## src/rtl/enc_key_sched.sv

```systemverilog
// enc_key_sched: streams ROUNDS 9-bit round keys from a 144-bit master key over valid/ready.
// Optional macro KEY_ZEROIZE_EN wipes the key register and rk_data once the stream completes.
module enc_key_sched #(
  parameter int ROUNDS = 16
) (
  input  logic         clk,
  input  logic         rst_n,
  input  logic [143:0] key_in,
  input  logic         load,
  output logic         busy,
  output logic         rk_valid,
  input  logic         rk_ready,
  output logic [8:0]   rk_data,
  output logic [6:0]   rk_round,
  output logic         rk_last,
  output logic         done
);
  localparam logic [6:0] LP_LAST = 7'(ROUNDS);

  typedef enum logic [1:0] {S_IDLE, S_RUN, S_DONE} state_t;

  state_t         r_state;
  logic [143:0]   r_key;
  logic [6:0]     r_round;
  logic [8:0]     r_data;
  logic           r_busy;
  logic           r_valid;
  logic           r_last;
  logic           r_done;
  logic [6:0]     w_next_round;
  logic           w_xfer;

  assign w_next_round = r_round + 7'd1;
  assign w_xfer       = r_valid & rk_ready;

  // Word index wraps every 16 rounds; the full 7-bit round number is XORed in.
  function automatic logic [8:0] f_round_key(input logic [143:0] key, input logic [6:0] rnd);
    logic [6:0] idx;
    logic [7:0] base;
    idx  = rnd - 7'd1;
    base = {4'b0000, idx[3:0]} * 8'd9;
    return key[base +: 9] ^ {2'b00, rnd};
  endfunction

  always_ff @(posedge clk) begin
    if (!rst_n) begin
      r_state <= S_IDLE;
      r_key   <= '0;
      r_round <= '0;
      r_data  <= '0;
      r_busy  <= 1'b0;
      r_valid <= 1'b0;
      r_last  <= 1'b0;
      r_done  <= 1'b0;
    end else begin
      case (r_state)
        S_RUN: begin
          if (w_xfer) begin
            if (r_round == LP_LAST) begin
              r_state <= S_DONE;
              r_busy  <= 1'b0;
              r_valid <= 1'b0;
              r_last  <= 1'b0;
              r_done  <= 1'b1;
`ifdef KEY_ZEROIZE_EN
              r_key   <= '0;
              r_data  <= '0;
`endif
            end else begin
              r_round <= w_next_round;
              r_data  <= f_round_key(r_key, w_next_round);
              r_last  <= (w_next_round == LP_LAST);
            end
          end
        end
        default: begin
          // IDLE and DONE both accept a new load; DONE lasts only for the done pulse.
          r_done <= 1'b0;
          if (load) begin
            r_state <= S_RUN;
            r_key   <= key_in;
            r_round <= 7'd1;
            r_data  <= f_round_key(key_in, 7'd1);
            r_last  <= (LP_LAST == 7'd1);
            r_busy  <= 1'b1;
            r_valid <= 1'b1;
          end else begin
            r_state <= S_IDLE;
          end
        end
      endcase
    end
  end

  assign busy     = r_busy;
  assign rk_valid = r_valid;
  assign rk_data  = r_data;
  assign rk_round = r_round;
  assign rk_last  = r_last;
  assign done     = r_done;

endmodule

```

## config.mk

```make
export PLATFORM = sky130hd
export DESIGN_NAME = enc_key_sched
export DESIGN_NICKNAME = d
export VERILOG_FILES = /design/src/rtl/enc_key_sched.sv
export SDC_FILE = /design/constraint.sdc
export NUM_CORES = 1
export LEC_CHECK = 0
export ABC_AREA = 1
export CAP_MARGIN = 20
export CORE_UTILIZATION = 55
export CTS_CLUSTER_DIAMETER = 50
export DETAILED_ROUTE_END_ITERATION = 10
export PLACE_DENSITY = 0.86
export RECOVER_POWER = 25
export SLEW_MARGIN = 10
export SYNTH_ARGS = -nofsm -noshare
export SYNTH_HDL_FRONTEND = slang
export SYNTH_SLANG_ARGS = --single-unit
```

## constraint.sdc

```tcl
create_clock -name clk -period 3.7 [get_ports clk]
set_input_delay 0.74 -clock clk [delete_from_list [all_inputs] [get_ports clk]]
set_output_delay 0.74 -clock clk [all_outputs]
set_load 0.02 [all_outputs]
```

# ---- Word level (Yosys, flattened, before mapping)
# Cells that the tools add are included.
dict set report totals {
  ff_bits 165
  latchBits 0
  mem_bits_rw 0
  romBits 0
  input_bits 148
  out_inout_bits 20
  word_cells 49
  mem_count 0
}
dict set report op_classes {
  add_sub_neg 2
  multipliers 1
  div 0
  magnitude_cmp 0
  n_eq_ne 6
  shifts 1
  muxes 20
  n_bitwise 4
  n_reduce_logical 8
}
# cell count
set ops {}
lappend ops {{144-bit by 9-bit variable part select with 9-bit output} 1}
lappend ops {{9-bit 2-to-1 mux} 4}
lappend ops {{7-bit 2-to-1 mux} 4}
lappend ops {{7-bit by 5-bit equality test with 1-bit output, second input constant} 2}
lappend ops {{2-bit AND reduction} 5}
lappend ops {{1-bit 2-to-1 mux} 9}
lappend ops {{9-bit by 7-bit bitwise XOR with 9-bit output} 1}
lappend ops {{4-bit by 4-bit multiplier with 8-bit output, second input constant} 1}
lappend ops {{7-bit by 1-bit adder with 7-bit output, second input constant} 1}
lappend ops {{2-bit 2-to-1 mux} 3}
lappend ops {{2-bit inequality test, second input constant} 3}
lappend ops {{3-bit AND reduction} 2}
lappend ops {{4-bit by 1-bit subtractor with 4-bit output, second input constant} 1}
lappend ops {{2-bit by 1-bit equality test with 1-bit output, second input constant} 1}
lappend ops {{1-bit NOT} 2}
lappend ops {{2-bit nonzero test} 1}
lappend ops {{1-bit bitwise AND} 1}

# ---- Depth between registers and ports, before layout
dict set report logic_depth {
  depth_word 8
  ltp_mapped 18
  ltp_nobuf 15
}

# ---- Worst setup path before layout
# OpenSTA, ideal clock, no wires.
dict set report synth_path {
  path_kind {reg2reg}
  start {reg r_round[0] (netlist: rk_round[0])}
  end {reg r_data[5] (netlist: rk_data[5])}
  setup_time_ps 132
  arrival_ps 2252
  required_ps 3568
  path_slack_ps 1316
  stages_incl_launch_ff 18
  path_buffers 3
  synth_period_minus_slack_ps 2384
  cell_sequence {dfxtp_1 > inv_2 > clkbuf_1 > ha_1 > buf_4 > nand2_1 > inv_2 > nor2_8 > buf_6 > nand2_1 > nand2_1 > nand2_1 > nand2_1 > nand2_1 > nand3_1 > nand3_1 > nand2_1 > a21oi_1}
}
dict set report synth_between {
  elab_chain_len 8
  word_cells_on_any_way 11
  cone_classes {add/sub: 2; mul: 1; eq/ne: 2; shift: 1; mux: 3; bitwise: 1; reduce/logical: 1}
}
# item line_no
set synth_rtl {}
lappend synth_rtl {{start: declaration} 24} ;# logic [6:0] r_round;
lappend synth_rtl {{start signal: assignment} 70} ;# r_round <= w_next_round;
lappend synth_rtl {{7-bit by 1-bit adder with 7-bit output} 33} ;# assign w_next_round = r_round + 7'd1;
lappend synth_rtl {{4-bit by 1-bit subtractor with 4-bit output} 40} ;# idx = rnd - 7'd1;
lappend synth_rtl {{4-bit by 4-bit multiplier with 8-bit output} 41} ;# base = {4'b0000, idx[3:0]} * 8'd9;
lappend synth_rtl {{144-bit by 9-bit variable part select with 9-bit output} 42} ;# return key[base +: 9] ^ {2'b00, rnd};
lappend synth_rtl {{9-bit by 7-bit bitwise XOR with 9-bit output} 42}
lappend synth_rtl {{9-bit 2-to-1 mux} 59} ;# if (r_round == LP_LAST) begin
lappend synth_rtl {{9-bit 2-to-1 mux} 58} ;# if (w_xfer) begin
lappend synth_rtl {{9-bit 2-to-1 mux} 56} ;# case (r_state)
lappend synth_rtl {{end signal: assignment} 71} ;# r_data <= f_round_key(r_key, w_next_round);
lappend synth_rtl {{end signal: assignment} 83} ;# r_data <= f_round_key(key_in, 7'd1);
lappend synth_rtl {{end: declaration} 25} ;# logic [8:0] r_data;
# Several ways; a longest one is shown, not always the timed one. The select of a mux whose other input is x is not followed.
# A chain may end at the register's enable or synchronous reset.

# ---- Worst setup path after layout
dict set report layout_path {
  start {in load}
  end {reg r_last (netlist: rk_last)}
}
dict set report layout_between {
  elab_chain_len 2
}
# item line_no
set layout_rtl {}
lappend layout_rtl {{start: declaration} 9} ;# input logic load,
lappend layout_rtl {{2-bit nonzero test (no line)} n/a}
lappend layout_rtl {{2-bit AND reduction (no line)} n/a}
lappend layout_rtl {{end signal: assignment} 72} ;# r_last <= (w_next_round == LP_LAST);
lappend layout_rtl {{end signal: assignment} 84} ;# r_last <= (LP_LAST == 7'd1);
lappend layout_rtl {{end: declaration} 28} ;# logic r_last;
# No other way between the ends.

==> flow_metrics.tcl <==
set metrics [dict create \
    status "completed" \
    start_kind "input port" \
    synth_edf_count 0 \
    finalWorstSetupSlack_ns 0.9750 \
    dpl-instance-area_um2 9243 \
    die_h_um 119.3 \
    avgViaCountPerCell 5.461 \
    rsz0062_at_grt "no" \
    vdd_drop_max_v 0.0003424 \
    finalSetupViolCount 0 \
    crit_type "input port to flip-flop" \
    synth-seq-cells 165 \
    r2r_cells 15 \
    fillers 1072 \
    dpl.hpwl_um 15260 \
    async_reset_ff_frac 0 \
    start_util 0.5665 \
    max-cap-violations 0 \
    drc_errors 0 \
    crit_arrival_ns 3.08 \
    worstSkewPairLatency_ns 0.43 \
    maxSlewHeadroom 0.3331 \
    grt-ovfl-total 0 \
    clock_skew_ns 0.005696 \
    antenna_found_initial 0 \
    p_per_area_nw_per_um2 466.4 \
    grt_max_degree 90 \
    register_area_um2 3304 \
    post-route-util 0.7342 \
    period_share 0.7365 \
    grt_pass1_wl_um 36440 \
    drive_above_1_share 0.04822 \
    grt_pass1_vias 7498 \
    die_w_um 119.3 \
    dieArea_um2 14220 \
    totalWireLength_um 22520 \
    groute.usage.overall 0.3273 \
    max_freq_mhz 367.0 \
    cp_max_fo 58 \
    cp-end-kind "flip-flop" \
    min_path_type "flip-flop to flip-flop" \
    postCtsSetupBuffers 0 \
    cts_buffer_depth 2 \
    post_cts_resized 0 \
    hold_violations 0 \
    synth.avg_cell_area_um2 6.691 \
    syn2layout_area_growth_pct 29.60 \
    r2r_slack_ns 1.19 \
    drt-pass1-iter-count 5 \
    port-buffer-count 167 \
    synth_warnings 0 \
    ys_types 31 \
    mostFrequentLayoutCells "262 x nand2_1, 165 x clkdlybuf4s50_1, 164 x dfxtp_1" \
    maxSlewViolCount 0 \
    wl_per_cell_um 15.63 \
    cts.htree.levels 4 \
    yosysSeqAreaShare 0.4369 \
    p_leak_nw 4.276 \
    core_area_um2 13350 \
    r2r-start "rk_round[1]" \
    cts_buffers 17 \
    postCtsHoldBufs 0 \
    cts.root.buffer_cell "clkbuf_16" \
    nets 1404 \
    fin_tns_setup_ns 0 \
    required_ns 4.05 \
    place_congestion 0.9670 \
    syn_inst 1130 \
    place_ws_ns 0.9596 \
    fp-row-count 42 \
    whs_path_depth 2 \
    worstMarginPinSlew_ns 1.000 \
    worstReg2RegEnd "rk_data[3]" \
    drtIter0Drc 932 \
    synth_flop_cell "dfxtp_1" \
    clock-sinks 165 \
    synth_fp_nets 1281 \
    syn-cell-area_um2 7561 \
    antenna_cells 0 \
    final_common_cell "nand2_1" \
    min_to "r_key[69]" \
    vias 7870 \
    hold_start "r_key[69]" \
    clkTransAtPathRegs_ns 0.06 \
    post_layout_nonfiller_instances 1441 \
    placedCellCount 1410 \
    multiInputGateArea_um2 3452 \
    cts_tree "yes" \
    final_area_um2 9799 \
    fin_crit_ns 2.725 \
    num_io_pins 168 \
    ant_nets 0 \
]
-- flip-flops by register name (all words and copies together) (netlist names) --
signal    count
done          1
rk_last       1
rk_valid      1
rk_data       9
rk_round      7
r_key       144
r_state       2
-- cell families after synthesis --
logic type | share of synthesized area
AOI/OAI and AO/OA | 0.2102
xor gates and xnor gates | 0.002317
adders and majority gates | 0.004965
buffers and inverters | 0.1062
DFF | 0.4369
and+or+nand+nor | 0.2394
-- synth_stat cells (2+ instances only) --
library cell  number  area, um2
a21oi_1          127      635.6
a22oi_1            2      15.01
buf_1              5      18.77
buf_2             12      60.06
buf_4              5      37.54
clkbuf_1          49      183.9
dfxtp_1          165       3303
ha_1               3      37.54
inv_1            123      461.7
inv_2              7      26.28
nand2_1          262      983.4
nand2_2            7      43.79
nand3_1           31      155.2
nand3b_1           2      15.01
nand4_1           10      62.56
nor2_1           124      465.5
nor2_8             2      40.04
nor3_1             3      15.01
o21ai_0          162      810.8
o21ai_1            7      35.03
o22ai_1           11      68.82
or2_2              2      12.51
-- per-layer routing --
layer	up-vias	routed length (um)	global-route usage
met5	-	0	0.003676
met3	90	1759	0.06561
li1	3858	-	-
met1	3518	9224	0.4037
met4	0	1082	0.1962
met2	404	10450	0.5265
-- area by class of cell --
cell class / count / share of cell area
clock inverter: 10 / 0.01085
sequential: 165 / 0.3372
inverter: 131 / 0.05069
timing repair buffer: 176 / 0.1795
multi-input combinational: 762 / 0.3523
clock buffer: 21 / 0.04699
tap: 176 / 0.02247
-- critical path: stages --
cell           delay [ns]
dlygate4sd3_1        0.54
inv_1                0.04
nor2_1               0.26
clkbuf_2             0.81
nor2_1               0.17
nor3_1               0.24
nand4_1              0.12
a21oi_1              0.14
-- worst max path at each step --
stage | depth (start not counted) | start | slack (ns) | endpoint
finish | 8 | load | 0.97 | rk_last
global route | 8 | load | 0.77 | rk_last
CTS | 2 | rk_round[0] | 0.97 | rk_round[0]
detailed placement | 10 | load | 0.96 | rk_data[2]
global placement | 10 | load | 1.06 | rk_data[2]
floorplan | 17 | rk_round[0] | 1.32 | rk_data[5]
-- per-stage QoR --
| step | total power [mW] | hold WS (ns) |
|---|---|---|
| floorplan | 2.529 | 0.4237 |
| global placement | 2.855 | 0.4384 |
| detailed placement | 2.871 | 0.4433 |
| CTS | 4.561 | 0.4525 |
| global route | 4.766 | 0.4674 |
| finish | 4.571 | 0.4502 |
-- where the power goes --
part / switching, mW / internal, mW
Combinational: 0.525 / 0.360
Sequential: 0.0608 / 1.91
Clock: 0.695 / 1.02
Note: power is estimated with default switching activity, not from simulation.
